--- src/rtl/divider_stream_ctrl.sv ---
// Streaming front end for the shared sequential divider: pops operand pairs, issues one divide at a time,
// pushes quotients downstream. Optional macro DIV_SAT_EN: divide-by-zero results saturate instead of writing 0.
module divider_stream_ctrl #(
  parameter int DATA_WIDTH     = 32,
  parameter int QUANT_BITS     = 10,
  parameter int TIMEOUT_CYCLES = 1024,
  parameter int ERR_CNT_WIDTH  = 16
) (
  input  logic                       clock,
  input  logic                       reset,
  input  logic                       in_empty,
  input  logic [2*DATA_WIDTH-1:0]    in_dout,
  output logic                       in_rd_en,
  input  logic                       out_full,
  output logic                       out_wr_en,
  output logic [DATA_WIDTH-1:0]      out_din,
  output logic                       div_start,
  output logic [DATA_WIDTH-1:0]      div_numerator,
  output logic [DATA_WIDTH-1:0]      div_denominator,
  input  logic [DATA_WIDTH-1:0]      div_quotient,
  input  logic                       div_error,
  input  logic                       div_done,
  output logic                       busy,
  output logic                       fault,
  output logic [ERR_CNT_WIDTH-1:0]   err_count
);

  localparam int WD_WIDTH = (TIMEOUT_CYCLES > 1) ? $clog2(TIMEOUT_CYCLES) : 1;
  localparam logic [WD_WIDTH-1:0] WD_LAST = WD_WIDTH'(TIMEOUT_CYCLES - 1);

  typedef enum logic [2:0] {
    ST_IDLE,
    ST_ISSUE,
    ST_WAIT,
    ST_WRITE,
    ST_FAULT
  } state_t;

  state_t                    state_q;
  logic                      inRdEn_q;
  logic                      divStart_q;
  logic                      outWrEn_q;
  logic [DATA_WIDTH-1:0]     divNum_q;
  logic [DATA_WIDTH-1:0]     divDen_q;
  logic [DATA_WIDTH-1:0]     result_q;
  logic [DATA_WIDTH-1:0]     outDin_q;
  logic                      busy_q;
  logic                      fault_q;
  logic [ERR_CNT_WIDTH-1:0]  errCount_q;
  logic [WD_WIDTH-1:0]       wdCount_q;
`ifdef DIV_SAT_EN
  logic                      numNeg_q;
`endif

  logic [DATA_WIDTH-1:0]     inNum;
  logic [DATA_WIDTH-1:0]     inDen;
  logic [DATA_WIDTH-1:0]     scaledNum;
  logic [DATA_WIDTH-1:0]     result_d;
  logic [ERR_CNT_WIDTH-1:0]  errCount_d;

  assign inNum     = in_dout[2*DATA_WIDTH-1:DATA_WIDTH];
  assign inDen     = in_dout[DATA_WIDTH-1:0];
  // Fixed-point pre-scale; overflow wraps silently in two's complement.
  assign scaledNum = inNum << QUANT_BITS;

  always_comb begin
    errCount_d = (&errCount_q) ? errCount_q : errCount_q + 1'b1;
    result_d   = div_quotient;
    if (div_error) begin
`ifdef DIV_SAT_EN
      result_d = numNeg_q ? {1'b1, {(DATA_WIDTH-1){1'b0}}} : {1'b0, {(DATA_WIDTH-1){1'b1}}};
`else
      result_d = '0;
`endif
    end
  end

  // Operands only change in IDLE, so they stay stable for the divider until after its done pulse.
  always_ff @(posedge clock or posedge reset) begin
    if (reset) begin
      state_q    <= ST_IDLE;
      inRdEn_q   <= 1'b0;
      divStart_q <= 1'b0;
      outWrEn_q  <= 1'b0;
      divNum_q   <= '0;
      divDen_q   <= '0;
      result_q   <= '0;
      outDin_q   <= '0;
      busy_q     <= 1'b0;
      fault_q    <= 1'b0;
      errCount_q <= '0;
      wdCount_q  <= '0;
`ifdef DIV_SAT_EN
      numNeg_q   <= 1'b0;
`endif
    end else begin
      inRdEn_q   <= 1'b0;
      divStart_q <= 1'b0;
      outWrEn_q  <= 1'b0;
      case (state_q)
        ST_IDLE: begin
          if (!in_empty) begin
            inRdEn_q   <= 1'b1;
            divStart_q <= 1'b1;
            divNum_q   <= scaledNum;
            divDen_q   <= inDen;
`ifdef DIV_SAT_EN
            numNeg_q   <= inNum[DATA_WIDTH-1];
`endif
            busy_q     <= 1'b1;
            state_q    <= ST_ISSUE;
          end
        end
        ST_ISSUE: begin
          wdCount_q <= '0;
          state_q   <= ST_WAIT;
        end
        ST_WAIT: begin
          if (div_done) begin
            result_q <= result_d;
            if (div_error) begin
              errCount_q <= errCount_d;
            end
            state_q <= ST_WRITE;
          end else if (wdCount_q == WD_LAST) begin
            fault_q <= 1'b1;
            state_q <= ST_FAULT;
          end else begin
            wdCount_q <= wdCount_q + 1'b1;
          end
        end
        ST_WRITE: begin
          if (!out_full) begin
            outWrEn_q <= 1'b1;
            outDin_q  <= result_q;
            busy_q    <= 1'b0;
            state_q   <= ST_IDLE;
          end
        end
        ST_FAULT: begin
          fault_q <= 1'b1;
          busy_q  <= 1'b1;
        end
        default: begin
          busy_q  <= 1'b0;
          state_q <= ST_IDLE;
        end
      endcase
    end
  end

  assign in_rd_en        = inRdEn_q;
  assign div_start       = divStart_q;
  assign out_wr_en       = outWrEn_q;
  assign out_din         = outDin_q;
  assign div_numerator   = divNum_q;
  assign div_denominator = divDen_q;
  assign busy            = busy_q;
  assign fault           = fault_q;
  assign err_count       = errCount_q;

endmodule
--- config.mk ---
export PLATFORM = sky130hd
export DESIGN_NAME = divider_stream_ctrl
export DESIGN_NICKNAME = d
export VERILOG_FILES = /design/src/rtl/divider_stream_ctrl.sv
export SDC_FILE = /design/constraint.sdc
export NUM_CORES = 1
export LEC_CHECK = 0
export BUFFER_PORTS_ARGS = -buffer_cell sky130_fd_sc_hd__buf_2
export CORE_MARGIN = 2
export CORE_UTILIZATION = 30
export DETAILED_ROUTE_END_ITERATION = 10
export PLACE_DENSITY = 0.54
export RECOVER_POWER = 100
export SYNTH_ARGS = -nofsm -noshare
export SYNTH_HDL_FRONTEND = slang
export SYNTH_SLANG_ARGS = --single-unit
--- constraint.sdc ---
create_clock -name clock -period 6.9 [get_ports clock]
set_input_delay 1.38 -clock clock [delete_from_list [all_inputs] [get_ports clock]]
set_output_delay 1.38 -clock clock [all_outputs]
set_load 0.03 [all_outputs]
After elaboration in Yosys (flattened, before gate mapping):

Index checks and enable logic that the tools add are counted.

* add/sub/neg operators: 2
* multipliers: 0
* divide/modulo/power cells: 0
* $lt $le $gt $ge: 0
* equal/unequal tests: 11
* shifts and indexed selects: 0
* mux-type cells: 19
* bitwise operators: 5
* reductions and logical operators: 13

Operators by type and width (count)
* two-way mux 32 bit: 1
* two-way mux 10 bit: 2
* case mux 10 bit (2 select lines): 1
* adder 16 x 1 -> 16 bit (second input constant): 1
* AND reduction 16 bit: 1
* case mux 3 bit (5 select lines): 1
* two-way mux 3 bit: 4
* adder 10 x 1 -> 10 bit (second input constant): 1
* equality test 10 bit (second input constant): 1
* != test 2 bit (second input constant): 5
* AND reduction 3 bit: 3
* two-way mux 1 bit: 8
* AND reduction 4 bit: 2
* equality test 3 x 2 -> 1 bit (second input constant): 2
* AND reduction 2 bit: 3
* inverter 1 bit: 5
* case mux 1 bit (4 select lines): 1
* nonzero test 2 bit: 2
* equality test 3 x 1 -> 1 bit (second input constant): 1
* equality test 3 bit (second input constant): 1
* zero test 3 bit: 1
* != test 3 bit (second input constant): 1
* case mux 1 bit (2 select lines): 1
* OR reduction 2 bit: 1

* bits in registers: 151
* latch bits: 0
* RAM bits: 0
* ROM bits: 0
* input port bits: 102
* output and inout bits: 117
* logic and storage cells: 61
* memories: 0

Depth between registers and ports, before layout:

* depth after elaboration: 4
* gate-level depth with buffers: 6
* depth with buffers taken out: 5

Worst setup path before layout:

No wires, ideal clock.

* kind: input-to-reg
* from: in div_done
* to: reg errCount_q[14], in the netlist err_count[14]
* setup time: 0.128 ns
* arrival time: 2.493 ns
* required time: 6.772 ns
* slack: 4.279 ns
* cell stages on the path: 4
* path buffers: 0
* cells stage by stage: nand4bb_4 or4_4 nor2_1 mux2_1

* longest elaborated chain between the ends: 1

RTL lines
* start, declared: RTL line 22 `input logic div_done,`
* AND reduction 4 bit (no line)
* end signal, assigned: RTL line 122 `errCount_q <= errCount_d;`
* end, declared: RTL line 49 `logic [ERR_CNT_WIDTH-1:0] errCount_q;`

No other way between the ends.
A chain may end at the register's enable or synchronous reset.

==> flow_metrics.py <==
metrics = {
    "placement": {
        "dp_hpwl_um": 10300,
        "pre_cts_slack_ns": 3.13,
        "dpl_cell_area_mm2": 0.00745,
        "placed_cells": 943,
        "place_congestion": 0.795,
        "portBuffers": 198,
    },
    "synthesis": {
        "seq_area_frac_synth_pct": 60.1,
        "synth_cell_type_count": 47,
        "synth_compound_area_share_pct": 5.69,
        "synth_area_mm2": 0.00628,
        "synthArstFlopShare_pct": 100,
        "synth_edf_count": 0,
        "synth_top_family_by_area": "multiplexers",
        "syn_area_per_cell_um2": 12.6,
        "synthMuxAreaShare_pct": 15.9,
        "ys_warn_count": 0,
        "synth-seq-cells": 151,
        "synthCells": 500,
        "synth_xor_xnor_area_share_pct": 1.81,
        "synth_fa_ha_area_share_pct": 0.398,
        "synthSimpleGateAreaFrac_pct": 12.0,
        "synth_flop_cell": "dfrtp_1",
    },
    "critical_path": {
        "cp.required_ns": 7.35,
        "path_class": "input port to asynchronous set/reset pin",
        "slowest_delay_ns": 2.10,
        "crit_path_start_kind": "input port",
        "critPathCaptureType": "asynchronous set/reset pin",
        "cp.arrival_ns": 4.61,
        "slowest_stage": "clkinvlp_2",
        "crit_fanout": 88,
        "crit_chain": "buf_2, clkinvlp_2, buf_4",
    },
    "global_routing": {
        "grt_overflow": 0,
        "grt_max_degree": 89,
        "grt_pass1_vias": 4516,
        "antenna_found_initial": 0,
        "grt_pass1_wl_um": 22800,
        "grtUsageTotal_pct": 13.1,
    },
    "clock_network": {
        "clock_path_buffers": 2,
        "clkSlewWorstSetupHoldPaths_ns": 0.06,
        "postCtsSetupRepairBufs": 0,
        "cts_sinks": 151,
        "cts_resized": 0,
        "root_buffer": "clkbuf_16",
        "cts_hold_buf": 0,
        "numCtsBuffers": 17,
        "clk_latency_ns": 0.42,
        "cts_tree": "built",
        "htree_levels": 4,
    },
    "sta": {
        "hold_ws_ns": 0.475,
        "finalCritPeriodShare_pct": 60.4,
        "slew_headroom_pct": -153,
        "setup_ws_ns": 2.73,
        "slew_violations": 179,
        "rsz0062_at_grt": "no",
        "hold_violations": 0,
        "clock_skew_ns": 0.00696,
        "setup_viol": 0,
        "fmax_mhz": 240,
        "period_needed_ns": 4.17,
        "final.setup.tns_ns": 0,
        "tightest_slew_ns": 3.78,
    },
    "final_layout": {
        "finalNonFillerCells": 975,
        "layout_common_cells": "dfrtp_1, clkbuf_1, buf_2",
        "nNetsFinal": 796,
        "final_common_cell": "dfrtp_1",
        "antenna_cells": 0,
        "stdcell_area_mm2": 0.00789,
        "area_delta_synth_final_pct": 25.5,
        "layout-drive-gt1-share_pct": 29.8,
        "fin_util_pct": 38.7,
    },
    "floorplanning": {
        "die-area_mm2": 0.0221,
        "num_rows": 52,
        "dieWidth_um": 149,
        "core_mm2": 0.0204,
        "boundaryPins": 219,
        "initial_utilization_pct": 30.9,
        "dieHeight_um": 149,
    },
    "power": {
        "switching_share_pct": 40.5,
        "peakVddDrop_mv": 0.155,
        "comb_power_share_pct": 36.2,
        "seqPwrFrac_pct": 37.7,
        "power_mw": 3.79,
        "p_clk_share_pct": 26.1,
        "p_switching_mw": 1.54,
        "p_per_area_mw_per_mm2": 481,
        "internal_power_mw": 2.26,
        "leakage_nw": 3.59,
    },
    "route": {
        "via_per_inst": 4.55,
        "vias": 4438,
        "detail-route-antenna-nets": 0,
        "drtPass1Iterations": 4,
        "drc": 0,
        "routedWlPerCell_um": 15.1,
        "routed_wl_um": 14700,
        "drt_first_iter_violations": 96,
    },
    "status": {
        "failed_checks": "max-capacitance violations, max-slew violations",
        "status": "complete, but fails checks",
    },
    "run": {
        "maxCapViolCount": 3,
    },
    "worst_hold_path": {
        "hold_path.class": "flip-flop to flip-flop",
    },
}
[registers in the layout, indices dropped and copies added, names as in the netlist]
| name | count |
|---|---|
| busy | 1 |
| err_count | 16 |
| div_start | 1 |
| div_numerator | 22 |
| fault | 1 |
| out_din | 32 |
| wdCount_q | 10 |
| out_wr_en | 1 |
| div_denominator | 32 |
| result_q | 32 |
| state_q | 3 |
[path summary, 6_finish.rpt]
| check | startpoint | end | slack (ns) | depth (start not counted) |
|---|---|---|---|---|
| min reg2reg | result_q[7] | result_q[7] | 0.47 | 2 |
| min | result_q[7] | result_q[7] | 0.47 | 2 |
| max in group clock | in_empty | div_denominator[16] | 2.97 | 4 |
| max | reset | div_numerator[27] | 2.73 | 3 |
| min in group asynchronous | reset | div_numerator[23] | 2.08 | 2 |
| max reg2reg | state_q[1] | div_denominator[16] | 3.37 | 3 |
[kinds of logic (layout without fill, tap and decap cells)]
group / Yosys count / in the layout
simple gates: 139 / 139
flops: 151 / 151
fa+ha+maj: 2 / 2
mux: 89 / 89
xor+xnor: 13 / 13
compound gates: 62 / 62
buf+inv: 43 / 239
other cells: 1 / 10
[metal layers]
layer  vias up  GRT usage [%]  share of wire, %
li1       2111              -                 -
met1      2161           16.2                44
met2       158           21.9                48
met3         8           4.02               7.5
met4         0           4.00              0.85
met5         -              0                 0
[cell type report]
type / count / area, um2
fillers: 2043 / 12500
flip-flops and latches: 151 / 3780
multi-input cells: 315 / 2250
repair buffers: 200 / 865
clock buffers: 17 / 425
well taps: 270 / 338
clock inverters: 15 / 206
inverters: 7 / 27.5
[power by group through the flow]
stage | clock, mW | combinational [mW] | sequential (mW)
2_1_floorplan | 0 | 0.566 | 1.91
3_3_place_gp | 0 | 1.44 | 1.42
3_5_place_dp | 0 | 1.47 | 1.44
4_1_cts | 1.02 | 1.47 | 1.42
5_1_grt | 1.06 | 1.47 | 1.48
6_report | 0.989 | 1.37 | 1.43
[worst max-delay path: cells and delay by family]
family	cells	cell delay, ns
buffers and inverters	3	3.10
[synthesized netlist by cell type (2+ instances only)]
cell type / number / area share (%)
o21ai_0: 40 / 3.2
xor2_1: 8 / 1.1
a21oi_1: 5 / 0.40
nand4_1: 10 / 1.0
mux2_2: 84 / 15
nor4_1: 3 / 0.30
nand2_1: 75 / 4.5
o31ai_1: 6 / 0.72
or2_1: 2 / 0.20
and3_1: 4 / 0.40
buf_4: 12 / 1.4
nand3_1: 12 / 0.96
a211o_1: 2 / 0.28
xnor2_1: 5 / 0.70
clkbuf_1: 11 / 0.66
ha_1: 2 / 0.40
inv_1: 6 / 0.36
nor4_2: 3 / 0.60
nor4_4: 3 / 1.0
nor3_1: 4 / 0.32
nor2b_1: 2 / 0.20
mux2_1: 4 / 0.72
nor2_1: 7 / 0.42
buf_6: 4 / 0.72
nor3b_1: 4 / 0.48
and4_1: 2 / 0.28
buf_2: 9 / 0.72
dfrtp_1: 151 / 60
nand3b_1: 2 / 0.24
Note: power is estimated with default switching activity, not from simulation.
